[config.mk]
export PLATFORM = sky130hd
export DESIGN_NAME = fifo_burst_reader
export DESIGN_NICKNAME = d
export VERILOG_FILES = /design/src/rtl/mini_tpu_pkg.sv /design/src/rtl/skid_buffer_2.sv /design/src/rtl/fifo_burst_reader.sv
export SDC_FILE = /design/constraint.sdc
export NUM_CORES = 1
export LEC_CHECK = 0
export ABC_CLOCK_PERIOD_IN_PS = 2800
export BUFFER_PORTS_ARGS = -buffer_cell sky130_fd_sc_hd__buf_4
export CAP_MARGIN = 10
export CELL_PAD_IN_SITES_DETAIL_PLACEMENT = 1
export CELL_PAD_IN_SITES_GLOBAL_PLACEMENT = 2
export CORE_ASPECT_RATIO = 1.1
export CORE_MARGIN = 2
export CORE_UTILIZATION = 34
export DETAILED_ROUTE_END_ITERATION = 8
export GPL_TIMING_DRIVEN = 1
export PLACE_DENSITY_LB_ADDON = 0.08
export SKIP_CTS_REPAIR_TIMING = 1
export SLEW_MARGIN = 20
export SYNTH_ARGS = -nofsm -noshare
export SYNTH_HDL_FRONTEND = slang
export SYNTH_SLANG_ARGS = --single-unit
export TNS_END_PERCENT = 20
[constraint.sdc]
create_clock -name clk -period 2.8 [get_ports clk]
set_clock_uncertainty 0.2 [all_clocks]
set_input_delay 0.28 -clock clk [delete_from_list [all_inputs] [get_ports clk]]
set_output_delay 0.28 -clock clk [all_outputs]
set_load 0.01 [all_outputs]
[src/rtl/mini_tpu_pkg.sv]
// Shared types and constants for the mini-TPU FIFO read path.
package mini_tpu_pkg;

    typedef enum logic [1:0] {
        IDLE = 2'd0,
        RUN  = 2'd1,
        FIN  = 2'd2
    } burst_state_t;

    localparam int unsigned SKID_DEPTH = 2;
    localparam int unsigned OCC_WIDTH  = $clog2(SKID_DEPTH + 1);

endpackage

[src/rtl/skid_buffer_2.sv]
// Two-entry circular buffer absorbing FIFO read latency in front of a valid/ready stream.
module skid_buffer_2
    import mini_tpu_pkg::*;
#(
    parameter int unsigned DATA_WIDTH = 8
) (
    input  logic                  clk,
    input  logic                  reset,
    input  logic                  push,
    input  logic [DATA_WIDTH-1:0] push_data,
    input  logic                  pop,
    output logic [OCC_WIDTH-1:0]  occ,
    output logic [DATA_WIDTH-1:0] head
);

    logic [DATA_WIDTH-1:0] mem [SKID_DEPTH];
    logic                  wr_ptr;
    logic                  rd_ptr;

    // Callers never push when full or pop when empty.
    always_ff @(posedge clk) begin
        if (reset) begin
            mem    <= '{default: '0};
            wr_ptr <= 1'b0;
            rd_ptr <= 1'b0;
            occ    <= '0;
        end else begin
            if (push) begin
                mem[wr_ptr] <= push_data;
                wr_ptr      <= ~wr_ptr;
            end
            if (pop) begin
                rd_ptr <= ~rd_ptr;
            end
            if (push && !pop) begin
                occ <= occ + OCC_WIDTH'(1);
            end else if (pop && !push) begin
                occ <= occ - OCC_WIDTH'(1);
            end
        end
    end

    assign head = mem[rd_ptr];

endmodule

[src/rtl/fifo_burst_reader.sv]
// Pops a fixed-length burst from a one-cycle-latency FIFO and streams it out with m_last.
module fifo_burst_reader
    import mini_tpu_pkg::*;
#(
    parameter int unsigned DATA_WIDTH = 8,
    parameter int unsigned LEN_WIDTH  = 8
) (
    input  logic                  clk,
    input  logic                  reset,
    input  logic                  start,
    input  logic [LEN_WIDTH-1:0]  burst_len,
    output logic                  fifo_rd_en,
    input  logic [DATA_WIDTH-1:0] fifo_data,
    input  logic                  fifo_empty,
    output logic                  m_valid,
    output logic [DATA_WIDTH-1:0] m_data,
    output logic                  m_last,
    input  logic                  m_ready,
    output logic                  busy,
    output logic                  done
);

    localparam int unsigned PEND_WIDTH = OCC_WIDTH + 1;

    burst_state_t          state;
    burst_state_t          state_nxt;
    logic [LEN_WIDTH-1:0]  len;
    logic [LEN_WIDTH-1:0]  len_nxt;
    logic [LEN_WIDTH-1:0]  issued_cnt;
    logic [LEN_WIDTH-1:0]  issued_nxt;
    logic [LEN_WIDTH-1:0]  sent_cnt;
    logic [LEN_WIDTH-1:0]  sent_nxt;
    logic                  busy_nxt;
    logic                  done_nxt;
    logic                  inflight;
    logic [OCC_WIDTH-1:0]  occ;
    logic [PEND_WIDTH-1:0] pending;
    logic                  handshake;
    logic                  credit_ok;
    logic                  final_word;

    // Words buffered plus the one possibly returning from the FIFO must fit the skid.
    assign m_valid    = (occ != '0);
    assign handshake  = m_valid && m_ready;
    assign final_word = (sent_cnt == len - LEN_WIDTH'(1));
    assign m_last     = m_valid && final_word;
    assign pending    = PEND_WIDTH'(occ) + PEND_WIDTH'(inflight);
    assign credit_ok  = (pending < PEND_WIDTH'(SKID_DEPTH)) ||
                        ((pending == PEND_WIDTH'(SKID_DEPTH)) && handshake);
    assign fifo_rd_en = (state == RUN) && !fifo_empty && (issued_cnt < len) && credit_ok;

    skid_buffer_2 #(
        .DATA_WIDTH (DATA_WIDTH)
    ) u_skid (
        .clk       (clk),
        .reset     (reset),
        .push      (inflight),
        .push_data (fifo_data),
        .pop       (handshake),
        .occ       (occ),
        .head      (m_data)
    );

    always_comb begin
        state_nxt  = state;
        len_nxt    = len;
        issued_nxt = issued_cnt;
        sent_nxt   = sent_cnt;
        case (state)
            IDLE: begin
                if (start) begin
                    len_nxt    = burst_len;
                    issued_nxt = '0;
                    sent_nxt   = '0;
                    state_nxt  = (burst_len == '0) ? FIN : RUN;
                end
            end
            RUN: begin
                if (fifo_rd_en) begin
                    issued_nxt = issued_cnt + LEN_WIDTH'(1);
                end
                if (handshake) begin
                    sent_nxt = sent_cnt + LEN_WIDTH'(1);
                    if (final_word) begin
                        state_nxt = FIN;
                    end
                end
            end
            FIN:     state_nxt = IDLE;
            default: state_nxt = IDLE;
        endcase
        busy_nxt = (state_nxt == RUN);
        done_nxt = (state_nxt == FIN);
    end

    // Clearing inflight on reset drops any FIFO return still on its way.
    always_ff @(posedge clk) begin
        if (reset) begin
            state      <= IDLE;
            len        <= '0;
            issued_cnt <= '0;
            sent_cnt   <= '0;
            inflight   <= 1'b0;
            busy       <= 1'b0;
            done       <= 1'b0;
        end else begin
            state      <= state_nxt;
            len        <= len_nxt;
            issued_cnt <= issued_nxt;
            sent_cnt   <= sent_nxt;
            inflight   <= fifo_rd_en;
            busy       <= busy_nxt;
            done       <= done_nxt;
        end
    end

endmodule

==> metrics.md <==
| Metric | Value |
|---|---|
| Clock Sinks | a little under 50 |
| Post-synth ARST share | 0 |
| Root Driver | clkbuf_8 |
| Routed vias | 2272 |
| Grt ovf | 0 |
| YS warnings | 0 |
| Final hold vios | 0 |
| Min-delay worst type | in2reg |
| Worst Setup End Kind | output port |
| Clk buf depth | 2 |
| Num rows | 33 |
| Status | finished, final reports clean |
| Tcrit/Tclk final | 0.9451 |
| Cell area after layout | 3052 µm² |
| Clock Latency Late Sink | about 0.31 ns |
| Initial antenna violation count | 0 |
| # DRC | 0 |
| Port bufs | 33 |
| Die W | roughly 87 µm |
| First-pass GRT wire length | approximately 12000 µm |
| Filler instances | 903 |
| Final setup fails | 0 |
| CTS tree | built |
| Synthesized area per cell | between 8 and 9 µm² |
| CTS Buf Count | 5 |
| Setup crit start kind | flop |
| Largest net degree at the start of global routing | 39 |
| Worst-Margin Slew | between 0.6 and 0.7 ns |
| Post-synth EDFFs | 0 |
| Die height | about 95 µm |
| Hpwl dp | about 5200 µm |
| Routed Antenna Nets | 0 |
| Vias in the first global route | approximately 2400 |
| Register area share after synthesis | 0.3823 |
| FMAX | 377.9 MHz |
| CP max-delay cell | or3b_2 |
| Cell Chain, Critical Path | inv_1 -> ha_4 -> or3b_2 -> nor3_2 -> xnor2_1 -> nand4_1 -> nor3b_2 -> buf_4 |
| Worst Path Arrival | 2.17 ns |
| Layout area overhead | 18.92% |
| Crit path required time | around 2.3 ns |
| Pwr dens | ~520 nW/µm² |
| Final worst path period need | approximately 2.6 ns |
| Total Neg Setup Slack | 0 ns |
| Synth Register Bits | between 40 and 50 |
| P_leak | about 1.2 nW |
| Gpl congestion | ~0.76 |
| Final net count | around 380 |
| Cell area after synthesis | approximately 2600 µm² |
| Area post-placement | roughly 2900 µm² |
| Total wire length | around 7000 µm |
| Ports | 34 |
| Max Cap Viol | 0 |
| Initial core utilization | 0.3472 |
| Top_reg_cell synth | dfxtp_1 |
| Clk slew on worst S/H paths | roughly 0.1 ns |
| Htree depth | 2 |
| Worst vdd ir | 0.2218 mV |
| Overall routing resource usage | 0.1824 |
| Share of layout cells above drive strength 1 | 0.2029 |
| Vias/cell | between 5 and 6 |
| Slew headroom | 0.5990 |
| Routed wire per std cell | between 15 and 20 µm |
| Max-slew violations | 0 |
| Inserted Diodes | 0 |
| Detailed Routing Iterations Pass 1 | 6 |
| CP Max Fanout | 4 |
| Placeable core area | approximately 7400 µm² |
| CP max stage delay | roughly 0.46 ns |
| DRT iter0 DRCs | 53 |
| Die area | roughly 8300 µm² |
| Path type of the worst setup path | reg2out |
| Syn nets | 350 |
| Post-synth cell types | 46 |
| Synth Instances | between 300 and 400 |
-- through the flow --
step	setup slack [ns]	instances	utilization	hold slack [ns]	total power [mW]
6_report	0.1537	437	0.4129	0.01559	1.585
5_1_grt	-0.0004705	437	0.4129	0.01107	1.688
4_1_cts	-0.08012	435	0.4071	0.01005	1.601
3_5_place_dp	0.2596	427	0.3953	0.2478	1.164
3_3_place_gp	0.3321	427	0.3953	0.2410	1.157
2_1_floorplan	0.4358	315	-	0.2160	1.022
-- synthesized netlist by cell type, drive strengths merged (3+ instances only) --
cell    instances  area, µm²
nor3b           3      27.52
ha             14      175.2
dfxtp          49      980.9
xnor2           8      70.07
or3             4      25.02
xor2            9      78.83
nor4            3      25.02
a2111o          3      33.78
nor3            7      35.03
and3            4      30.03
nand3          13      65.06
clkbuf         13      48.80
buf             3      12.51
nand4           5      31.28
o21ai           8      40.04
mux2            8      90.09
nor2           20      75.07
nand2          57      214.0
inv            14      52.55
or3b            3      26.28
a21oi          35      175.2
-- metal layers --
metal,up-vias,wire (µm),GRT usage
met5,-,0,0
met4,0,51,0.03906
met3,5,151,0.02857
met2,25,3460,0.3206
met1,1076,3223,0.2344
li1,1166,-,-
-- worst max-delay path, delay by kind of cell (launching register included) --
kind / cells / cell delay (ns)
xor+xnor: 1 / 0.14
buf+inv: 2 / 0.23
simple gates: 4 / 1.01
flops: 1 / 0.32
fa+ha+maj: 1 / 0.16
-- cell usage in the layout (no fill, tap or decap), types with 2 or more instances in the layout --
| cell | count |
|---|---|
| a31oi_1 | 2 |
| nand4_1 | 5 |
| clkbuf_8 | 5 |
| a2111o_1 | 3 |
| nand2b_1 | 2 |
| nor3b_2 | 2 |
| nor4_1 | 2 |
| or3b_2 | 3 |
| mux2_2 | 8 |
| nor3_1 | 6 |
| nand3_1 | 13 |
| xnor2_1 | 8 |
| nor2_1 | 20 |
| ha_1 | 13 |
| nor2b_1 | 2 |
| o41a_1 | 2 |
| o2111ai_1 | 2 |
| o21ai_0 | 8 |
| mux2i_1 | 2 |
| and2_1 | 2 |
| xor2_1 | 9 |
| nand2_1 | 57 |
| o41ai_1 | 2 |
| buf_4 | 43 |
| and3_1 | 3 |
| dfxtp_1 | 49 |
| o22ai_1 | 2 |
| o211ai_1 | 2 |
| or3_1 | 4 |
| inv_1 | 13 |
| a21oi_1 | 35 |
| clkinvlp_4 | 2 |
-- logic make-up after synthesis --
logic type / synth area share
adders and majority gates: 0.06826
xor gates and xnor gates: 0.05802
DFF: 0.3823
AOI/OAI and AO/OA: 0.1594
buffers and inverters: 0.04437
and+or+nand+nor: 0.2448
muxes: 0.04291
-- final timing paths --
kind         depth (start not counted)           from        endpoint  slack, ns
max                                  8         len[0]          m_last       0.15
min                                  3   fifo_data[6]  u_skid.mem[14]       0.02
max reg2reg                          8         len[7]   issued_cnt[5]       0.39
min reg2reg                          2  u_skid.mem[0]   u_skid.mem[0]       0.26
-- cell type report --
cell class	instances	area, µm²	share of cell area
inverter	14	52.55	0.01722
sequential	49	980.9	0.3214
timing repair buffer	43	322.8	0.1058
clock inverter	2	15.01	0.004920
multi-input combinational	236	1499	0.4912
clock buffer	6	72.57	0.02378
tap	87	108.9	0.03567
-- power breakdown --
part / internal, mW / switching (mW) / total, mW
sequential: 0.731 / 0.0613 / 0.793
clock: 0.177 / 0.257 / 0.433
combinational: 0.174 / 0.185 / 0.359
total: 1.08 / 0.503 / 1.59
-- sequential cells by signal, indices dropped and copies added, names as in the netlist --
register / flops
u_skid.mem: 16
issued_cnt: 8
len: 8
sent_cnt: 8
state: 2
u_skid.occ: 2
busy: 1
done: 1
inflight: 1
u_skid.rd_ptr: 1
u_skid.wr_ptr: 1
(Power assumes the default switching activity.)
